## src/rtl/fir_ctrl_pkg.sv

```systemverilog
// Shared definitions for the serial FIR MAC controller: state encoding,
// default geometry and the accumulator width rule.
package fir_ctrl_pkg;

    localparam int WIDTH_DEF  = 8;
    localparam int LENGTH_DEF = 100;

    // State encoding. Kept as plain constants so external tools and
    // checkers can decode the exported state value without a typedef.
    localparam logic [2:0] ST_INIT = 3'd0;
    localparam logic [2:0] ST_IDLE = 3'd1;
    localparam logic [2:0] ST_LOAD = 3'd2;
    localparam logic [2:0] ST_MAC  = 3'd3;
    localparam logic [2:0] ST_DONE = 3'd4;

    // Accumulator width: full product width plus 6 guard bits for the sum.
    function automatic int acc_w(input int width);
        return 2 * width + 6;
    endfunction

endpackage

```

## src/rtl/fir_mac_watchdog.sv

```systemverilog
// MAC-cycle watchdog: counts cycles spent in MAC since the last LOAD and
// flags when the LENGTH-th MAC cycle passes without the tap counter
// reporting its last tap. Only instantiated when FIR_MAC_CTRL_WATCHDOG_EN
// is defined.
module fir_mac_watchdog
#(
    parameter int  LENGTH = 100,
    localparam int CW     = $clog2(LENGTH + 1)
)(
    input  logic clk,
    input  logic rst_n,
    input  logic clear,
    input  logic tick,
    output logic expire
);

    logic [CW-1:0] cnt;

    // Cycle counter: restarts on clear, advances once per MAC cycle.
    always_ff @(posedge clk or negedge rst_n) begin
        if (!rst_n) begin
            cnt <= '0;
        end else if (clear) begin
            cnt <= '0;
        end else if (tick) begin
            cnt <= cnt + 1'b1;
        end
    end

    // Fires during the LENGTH-th MAC cycle; the controller gives a real
    // rollBack in that same cycle priority over this flag.
    assign expire = tick && (cnt == CW'(LENGTH - 1));

endmodule

```

## src/rtl/fir_mac_controller.sv

```systemverilog
// Sequencing FSM for the serial FIR MAC datapath. Accepts one sample,
// shifts it in, clears the accumulator, runs LENGTH MAC cycles, captures
// the sum on the tap-counter rollback and offers it on the output port.
// Optional feature macro: FIR_MAC_CTRL_WATCHDOG_EN (MAC-cycle watchdog,
// sticky err). Without it err is tied low and MAC waits for dp_rollBack.
//
// Handshakes: a transfer happens on a rising edge where valid and ready
// are both high. in_ready is high only in IDLE; in_valid elsewhere is
// ignored and the source must hold it. out_valid is high only in DONE,
// out_data is stable while out_valid is high and keeps the last result
// afterwards; out_ready outside DONE is ignored.
module fir_mac_controller
    import fir_ctrl_pkg::*;
#(
    parameter int  WIDTH  = WIDTH_DEF,
    parameter int  LENGTH = LENGTH_DEF,
    localparam int ACC_W  = acc_w(WIDTH)
)(
    input  logic             clk,
    input  logic             rst_n,
    input  logic             in_valid,
    output logic             in_ready,
    input  logic             dp_rollBack,
    input  logic [ACC_W-1:0] dp_out,
    output logic             dp_rst,
    output logic             dp_shift_enb,
    output logic             dp_count_enb,
    output logic             register_enb,
    output logic             resetReg,
    output logic             out_valid,
    input  logic             out_ready,
    output logic [ACC_W-1:0] out_data,
    output logic             err,
    output logic [2:0]       state_dbg
);

    logic [2:0] state;
    logic [2:0] state_nxt;
    logic       wd_expire;

`ifdef FIR_MAC_CTRL_WATCHDOG_EN
    fir_mac_watchdog #(.LENGTH(LENGTH)) u_watchdog (
        .clk    (clk),
        .rst_n  (rst_n),
        .clear  (state == ST_LOAD),
        .tick   (state == ST_MAC),
        .expire (wd_expire)
    );

    // Sticky error: set when the watchdog aborts a MAC run.
    always_ff @(posedge clk or negedge rst_n) begin
        if (!rst_n) begin
            err <= 1'b0;
        end else if (state == ST_MAC && !dp_rollBack && wd_expire) begin
            err <= 1'b1;
        end
    end
`else
    assign wd_expire = 1'b0;
    assign err       = 1'b0;
`endif

    // State register; reset lands in INIT so the datapath is resynchronised.
    always_ff @(posedge clk or negedge rst_n) begin
        if (!rst_n) begin
            state <= ST_INIT;
        end else begin
            state <= state_nxt;
        end
    end

    // Next-state decode.
    always_comb begin
        state_nxt = state;
        case (state)
            ST_INIT: state_nxt = ST_IDLE;
            ST_IDLE: if (in_valid) state_nxt = ST_LOAD;
            ST_LOAD: state_nxt = ST_MAC;
            ST_MAC: begin
                if (dp_rollBack) begin
                    state_nxt = ST_DONE;
                end else if (wd_expire) begin
                    state_nxt = ST_INIT;
                end
            end
            ST_DONE: if (out_ready) state_nxt = ST_IDLE;
            default: state_nxt = ST_INIT;
        endcase
    end

    // Result capture: the adder output on the last-tap cycle is the full sum.
    always_ff @(posedge clk or negedge rst_n) begin
        if (!rst_n) begin
            out_data <= '0;
        end else if (state == ST_MAC && dp_rollBack) begin
            out_data <= dp_out;
        end
    end

    // Moore strobe decode.
    assign dp_rst       = (state == ST_INIT);
    assign in_ready     = (state == ST_IDLE);
    assign dp_shift_enb = (state == ST_LOAD);
    assign resetReg     = (state == ST_LOAD);
    assign dp_count_enb = (state == ST_MAC);
    assign register_enb = (state == ST_MAC);
    assign out_valid    = (state == ST_DONE);
    assign state_dbg    = state;

endmodule

```

## config.mk

```make
export PLATFORM = sky130hd
export DESIGN_NAME = fir_mac_controller
export DESIGN_NICKNAME = d
export VERILOG_FILES = /design/src/rtl/fir_ctrl_pkg.sv /design/src/rtl/fir_mac_watchdog.sv /design/src/rtl/fir_mac_controller.sv
export SDC_FILE = /design/constraint.sdc
export NUM_CORES = 1
export LEC_CHECK = 0
export BUFFER_PORTS_ARGS = -buffer_cell sky130_fd_sc_hd__clkbuf_2
export CORE_ASPECT_RATIO = 0.9
export CORE_MARGIN = 5
export CORE_UTILIZATION = 25
export DETAILED_ROUTE_END_ITERATION = 10
export PLACE_DENSITY = 0.6
export REMOVE_ABC_BUFFERS = 1
export SETUP_SLACK_MARGIN = 0.4
export SLEW_MARGIN = 20
export SYNTH_ARGS = -nofsm -noshare
export SYNTH_HDL_FRONTEND = slang
export SYNTH_HIERARCHICAL = 1
export SYNTH_SLANG_ARGS = --single-unit
```

## constraint.sdc

```tcl
create_clock -name clk -period 1.9 [get_ports clk]
set_clock_uncertainty 0.05 [all_clocks]
set_input_delay 0 -clock clk [delete_from_list [all_inputs] [get_ports clk]]
set_output_delay 0 -clock clk [all_outputs]
set_load 0.02 [all_outputs]
```

Yosys cells after proc, flatten, opt, wreduce, memory -nomap -nowiden
Cells that the tools add are included.
Storage, ports and cells
  logic and storage cells: 16
  input port bits: 27
  bits in registers: 25
Operators by class
  muxes and demuxes: 4
  reduce and logical (&&, ||, !) cells: 3
  equal/unequal tests: 7
Operator list (count)
  $pmux W3 S5: 1
  $mux W3: 3
  $eq A3 B2 Y1 const B: 2
  $ne A2 B2 Y1 const B: 2
  $eq A3 B1 Y1 const B: 1
  $eq A3 B3 Y1 const B: 1
  $logic_not A3 Y1: 1
  $reduce_and A3 Y1: 1
  $ne A2 B1 Y1 const B: 1
  $logic_and A1 B1 Y1: 1

Depth between registers and ports, before layout
Gate-level depths: netlist of the first run.
  depth in word-level cells: 3
  gate-level depth with buffers: 4

Worst setup path before layout of the first run
Ideal clock, no wire load.
  path type: register -> register
  start: register state[2], in the netlist state_dbg[2]
  end: register out_data[0]
  setup slack: 309 ps
  data arrival time: 1416 ps
  cell stages (with the launch flop): 5
  data required time: 1725 ps
  cell sequence: dfrtp_1 > and3b_2 > nand2_4 > buf_6 > mux2_4
On the way
  cells in the longest elaborated chain, start to end: 2
RTL lines
  start: declaration: line fir_mac_controller.sv:37  | logic [2:0] state;
  start signal: assignment: line fir_mac_controller.sv:68  | state <= state_nxt;
  $eq A3 B2 Y1
  via dp_count_enb: line fir_mac_controller.sv:27  | output logic dp_count_enb,
  $logic_and A1 B1 Y1: line fir_mac_controller.sv:95  | end else if (state == ST_MAC && dp_rollBack) begin
  end signal: assignment: line fir_mac_controller.sv:96  | out_data <= dp_out;
  end: declaration: line fir_mac_controller.sv:32  | output logic [ACC_W-1:0] out_data,
The timed path passes the listed nets, and every way through them passes these cells.
A chain may end at the register's enable or synchronous reset.

Final worst setup path of the first run
  start: register state[2], in the netlist state_dbg[2]
  end: register out_data[16]
On the way
  cells in the longest elaborated chain, start to end: 2
RTL lines (line)
  $eq A3 B2 Y1: fir_mac_controller.sv:95
  $logic_and A1 B1 Y1: fir_mac_controller.sv:95
Every way passes these cells.

==> results.yml, run 1 <==
logic_synthesis:
  yosys-top-cells-count: "dfrtp_1, mux2_4, buf_4, mux2_2"
  synth_top_area_share_pct: 57.1
  synth_top_area_cell: "dfrtp_1"
  async_flop_share_pct: 100
  synth_edf_count: 0
  synth_seq_cells: 25
  synth_warnings: 6
  yosysUniqueCellTypes: 18
  syn_area_um2: 1100
  avgSynthCellArea_um2: 15.7
  yosys_most_used_dff: "dfrtp_1"
  netlist_instances: 70
  yosys-top-cells-area: "dfrtp_1, mux2_4, mux2_2"
  yosysSeqAreaShare_pct: 57.1
  synthMostInstantiatedCell: "dfrtp_1"
setup_path:
  critical-path-max-stage-delay_ns: 0.45
  cp-startpoint: "state_dbg[2]$_DFFE_PN0P_"
  worstPathRequired_ns: 2.01
  crit_slowest_cell: "dfrtp_2"
  arrival_ns: 1.61
  critical_path_class: "reg2reg"
  startpoint_type: "flip-flop"
  cp_cell_sequence: "and3b_4 > nand2_8 > mux2_4"
  ff2ff_path_depth: 3
  reg2reg_slack_ns: 0.40
  worstReg2RegStart: "state_dbg[2]$_DFFE_PN0P_"
  cp_num_buf_inv: 0
  worst_setup_path_end_kind: "flip-flop"
  cp_max_fo: 11
  worstReg2RegEnd: "out_data[16]$_DFFE_PN0P_"
  worst_path_dominant_cell_family: "simple AND/OR/NAND/NOR gates"
global_routing:
  grt_first_pass_wirelength_um: 4420
  grt_max_degree: 26
  grt_usage_pct: 10.1
  antenna_found_initial: 0
  grt-ovfl-total: 0
  grt_pass1_vias: 934
drt:
  finalWirelength_um: 2960
  ant_nets: 0
  routed_via_density: 4.00
  wl_per_cell_um: 13.7
  vias: 863
  drt_iter0_drc: 2
  drc_errors: 0
  drtPass1Iterations: 3
sta:
  drv_slew: 0
  finalHoldViolCount: 0
  fin_ws_ns: 0.398
  max-slew-margin-rel_pct: 58.7
  period_needed_ns: 1.50
  fmax_ghz: 0.666
  tightest_slew_ns: 0.620
  rsz0062_at_grt: "yes"
  finalCritPeriodShare_pct: 79.0
  finalSetupViolCount: 0
  fin_setup_tns_ns: 0
floorplanning:
  initial_core_util_pct: 26.4
  io_pins: 60
  die_area_um2: 5810
  die_h_um: 72.8
  num_rows: 22
  coreArea_um2: 4160
  die_x_um: 79.8
final_layout:
  syn2layout_area_growth_pct: 61.8
  layout.nets: 184
  num_antenna_cells: 0
  drive_above_1_share_pct: 59.6
  final_cells: 216
  final_core_util_pct: 42.7
  fillers: 391
clock_tree:
  htreeDepth: 1
  cts-root-buf: "clkbuf_8"
  cts_buffers: 3
  cts_tree: "done"
  cts.sinks: 25
  clk_pin_slew_ns: 0.09
  clock_path_buffers: 2
  insertion_delay_ns: 0.26
placed_design:
  hpwl_um: 1810
  place_inst: 183
  io_buffer_count: 58
  gp_congestion: 0.727
  pre_cts_slack_ns: 0.265
status:
  outcome: "complete, no violations"
power:
  power_density_nw_per_um2: 1610
  finalPower_mw: 2.85
  leakagePower_nw: 0.933
  ir_drop_mv: 0.587
hold_path:
  min_from: "in_valid"
  worst_hold_path_type: "in2reg"
  worst_hold_path.endpoint: "state_dbg[1]$_DFFE_PN0P_"
  hold_depth: 4
run:
  cap_violations: 0
==> tightest hold or removal path, delay by kind of cell <==
kind                   cells  cell delay, ns
AOI/OAI and AO/OA          1            0.08
buffers and inverters      1            0.08
and+or+nand+nor            2            0.22
==> flip-flops by register name, indices dropped and copies added, names as in the netlist <==
signal,cells
state_dbg,3
out_data,22
==> power by group <==
group | leakage, nW | switching (mW) | internal [mW]
Combinational | 0.616 | 0.811 | 0.727
Sequential | 0.295 | 0.195 | 0.804
Clock | 0.0217 | 0.161 | 0.148
==> kinds of logic after synthesis <==
family                 share of synthesized area [%]
multiplexers                                    29.1
flip-flops                                      57.1
AO/OA/AOI/OAI                                   3.08
AND/OR/NAND/NOR                                 5.59
other                                          0.342
buffers and inverters                           4.79
==> cells in the final DEF, fill, tap and decap left out <==
cell,n
clkinvlp_4,1
nand2_1,2
and3b_4,1
mux2_2,3
nor3b_1,1
nand2_4,1
o21ai_0,2
a21boi_0,1
clkbuf_2,58
dfrtp_2,2
nor2_1,2
mux2_4,19
clkbuf_8,3
a22oi_1,1
buf_4,3
and2b_1,1
dlygate4sd3_1,24
nor3_1,2
a211o_1,1
conb_1,1
nand2_8,2
dfrtp_1,23
inv_1,2
==> per-stage QoR <==
step                      area, um^2  hold slack [ns]
after floorplan                 1050           -0.346
after global placement          1420          -0.0173
after detailed placement        1420         0.000104
after CTS                       1730            0.111
after global routing            1770            0.156
final                           1770            0.105
==> worst max-delay path by stage <==
stage                                to  cells after the start
3_5_place_dp   out_data[11]$_DFFE_PN0P_                      3
3_3_place_gp   out_data[11]$_DFFE_PN0P_                      3
6_report       out_data[16]$_DFFE_PN0P_                      3
2_1_floorplan  out_data[11]$_DFFE_PN0P_                      3
4_1_cts         out_data[2]$_DFFE_PN0P_                      3
5_1_grt         out_data[5]$_DFFE_PN0P_                      3
==> routing by layer <==
metal  vias to the layer above  wire length (um)  track usage, %
met5                         -                 0               0
li1                        412                 -               -
met1                       413              1120            10.1
met3                         4               145            3.21
met2                        34              1640            19.8
met4                         0                49            3.00
==> timing repair <==
item                                    4_1_cts  5_1_grt
pin swaps                                     1        1
gates cloned                                  1        1
endpoints found under the setup margin       22       22
buffers inserted                              0        3
endpoints found under the hold margin        48        0
hold buffers                                 24        0
gates resized for setup                       2        3
==> area by class of cell <==
cell class / instances / area [um^2] / area share (%)
sequential: 25 / 628 / 35.4
timing repair buffer: 85 / 553 / 31.2
multi-input combinational: 40 / 460 / 26.0
tap: 60 / 75.1 / 4.23
clock buffer: 3 / 41.3 / 2.33
clock inverter: 1 / 7.51 / 0.423
inverter: 2 / 7.51 / 0.423
Power figures use the tool's default switching activity.
==> run 2, diff against run 1 <==
--- a/config.mk
+++ b/config.mk
@@ -10,7 +10,7 @@
 export CORE_MARGIN = 5
 export CORE_UTILIZATION = 25
 export DETAILED_ROUTE_END_ITERATION = 10
-export PLACE_DENSITY = 0.6
+export PLACE_DENSITY = 0.62
 export REMOVE_ABC_BUFFERS = 1
 export SETUP_SLACK_MARGIN = 0.4
 export SLEW_MARGIN = 20
==> constraint.sdc (replaced) <==
create_clock -name clk -period 1.2 [get_ports clk]
set_clock_uncertainty 0.05 [all_clocks]
set_input_delay 0 -clock clk [delete_from_list [all_inputs] [get_ports clk]]
set_output_delay 0 -clock clk [all_outputs]
set_load 0.02 [all_outputs]
==> results.yml, run 2 (synthesis results as in run 1) <==
status:
  outcome: "finished with violations"
  violations: "setup timing"
sta:
  fin_setup_tns_ns: -3.50
  finalSetupViolCount: 29
  rsz0062_at_grt: "yes"
  period_needed_ns: 1.36
  drv_slew: 0
  fin_ws_ns: -0.156
  hold_ws_ns: 0.0458
  fmax_ghz: 0.738
  finalCritPeriodShare_pct: 113
  finalHoldViolCount: 0
setup_path:
  startpoint_type: "flip-flop"
  worst_setup_path_end_kind: "flip-flop"
  ff2ff_path_depth: 4
  critical_path_class: "reg2reg"
  cp_max_fo: 13
  critical-path-max-stage-delay_ns: 0.39
  arrival_ns: 1.46
  crit_slowest_cell: "dfrtp_1"
  cp_cell_sequence: "and3b_2 > nand2_4 > buf_12 > mux2_4"
  worstPathRequired_ns: 1.31
drt:
  met3_length_um: 213
  ant_nets: 0
  drtPass1Iterations: 4
  routed_via_density: 3.90
  vias: 855
  wl_met2_um: 1450
  wl_per_cell_um: 12.9
  m1WireLength_um: 1150
  top_layer: "met3"
  drc_errors: 0
  finalWirelength_um: 2820
  drt_iter0_drc: 12
final_layout:
  num_antenna_cells: 0
  largest_reg_flops: 22
  drive_above_1_share_pct: 61.6
  layout.nets: 187
  mostFrequentLayoutCell: "clkbuf_8"
  syn2layout_area_growth_pct: 89.2
  final_cell_mix: "clkbuf_8, clkbuf_2, dfrtp_1"
  regMostFlops: "out_data"
  final_cells: 219
hold_path:
  worst_hold_path_type: "in2reg"
  hold_depth: 3
floorplanning:
  num_rows: 22
  die_area_um2: 5810
  initial_core_util_pct: 26.4
  die_h_um: 72.8
  die_x_um: 79.8
  io_pins: 60
  coreArea_um2: 4160
global_routing:
  grt_max_degree: 26
  grt_usage_pct: 10.1
  antenna_found_initial: 0
  grt_first_pass_wirelength_um: 4620
  grt-ovfl-total: 0
  grt_pass1_vias: 961
power:
  ir_drop_mv: 1.12
  leakagePower_nw: 1.06
  finalPower_mw: 5.43
  power_density_nw_per_um2: 2620
clock_tree:
  cts.sinks: 25
  insertion_delay_ns: 0.27
  cts-root-buf: "clkbuf_8"
  cts_buffers: 3
  clock_path_buffers: 2
  htreeDepth: 1
  clk_pin_slew_ns: 0.09
  cts_tree: "done"
placed_design:
  place_inst: 190
  gp_congestion: 0.652
  pre_cts_slack_ns: -0.154
  hpwl_um: 1920
  io_buffer_count: 58
run:
  cap_violations: 0
==> run 2: cell types whose count changed in the layout (fill, tap and decap cells not counted), sizes merged <==
cell	previous run	this run
buf	3	13
clkbuf	61	56
nand2	5	3
==> run 2: cell type report <==
cell class | count | area (um^2)
Inverter | 2 | 7.51
Clock buffer | 3 | 41.3
Multi-Input combinational cell | 38 | 443
Timing Repair Buffer | 90 | 873
Sequential cell | 25 | 626
Fill cell | 339 | 2080
Tap cell | 60 | 75.1
Clock inverter | 1 | 7.51
==> run 2: critical path: cells and delay by family, from the launching register on <==
kind                   cells  cell delay (ns)
flip-flops                 1             0.39
multiplexers               1             0.30
buffers and inverters      1             0.16
AND/OR/NAND/NOR            2             0.35
==> run 2: through the flow <==
stage / instance area, um^2 / util, %
after floorplan: 1050 / -
after global placement: 1490 / 35.9
after detailed placement: 1490 / 35.9
after CTS: 2070 / 49.8
final: 2070 / 49.9
after global routing: 2070 / 49.9
==> run 2: worst paths after layout <==
kind | from | slack [ns] | end
worst max-delay path | state_dbg[2]$_DFFE_PN0P_ | -0.16 | out_data[3]$_DFFE_PN0P_
worst min-delay path | out_ready | 0.05 | state_dbg[0]$_DFFE_PN0P_
worst max register to register | state_dbg[2]$_DFFE_PN0P_ | -0.16 | out_data[3]$_DFFE_PN0P_
worst min register to register | out_data[11]$_DFFE_PN0P_ | 0.48 | out_data[11]$_DFFE_PN0P_
max in group asynchronous | rst_n | 0.69 | state_dbg[1]$_DFFE_PN0P_
min in group asynchronous | rst_n | 0.15 | out_data[7]$_DFFE_PN0P_
==> run 2: power by group <==
| group | leakage, nW | switching (mW) | internal (mW) |
|---|---|---|---|
| Clock | 0.0217 | 0.277 | 0.235 |
| Combinational | 0.737 | 1.38 | 1.99 |
| Sequential | 0.298 | 0.275 | 1.27 |
| Total | 1.06 | 1.93 | 3.50 |
==> run 2: timing repair <==
item | in CTS | in global routing
endpoints found under the setup margin | 57 | 82
hold endpoints to repair | 48 | 0
cloned | 0 | 0
pin swaps | 0 | 1
hold buffers | 24 | 0
buffers inserted | 1 | 0
resized for setup | 66 | 7
==> run 2: layer usage <==
| metal | vias to the layer above | global-route usage [%] |
|---|---|---|
| met5 | - | 0 |
| met4 | 0 | 0.563 |
| met3 | 0 | 3.70 |
| met2 | 39 | 18.6 |
| met1 | 405 | 11.7 |
| li1 | 411 | - |
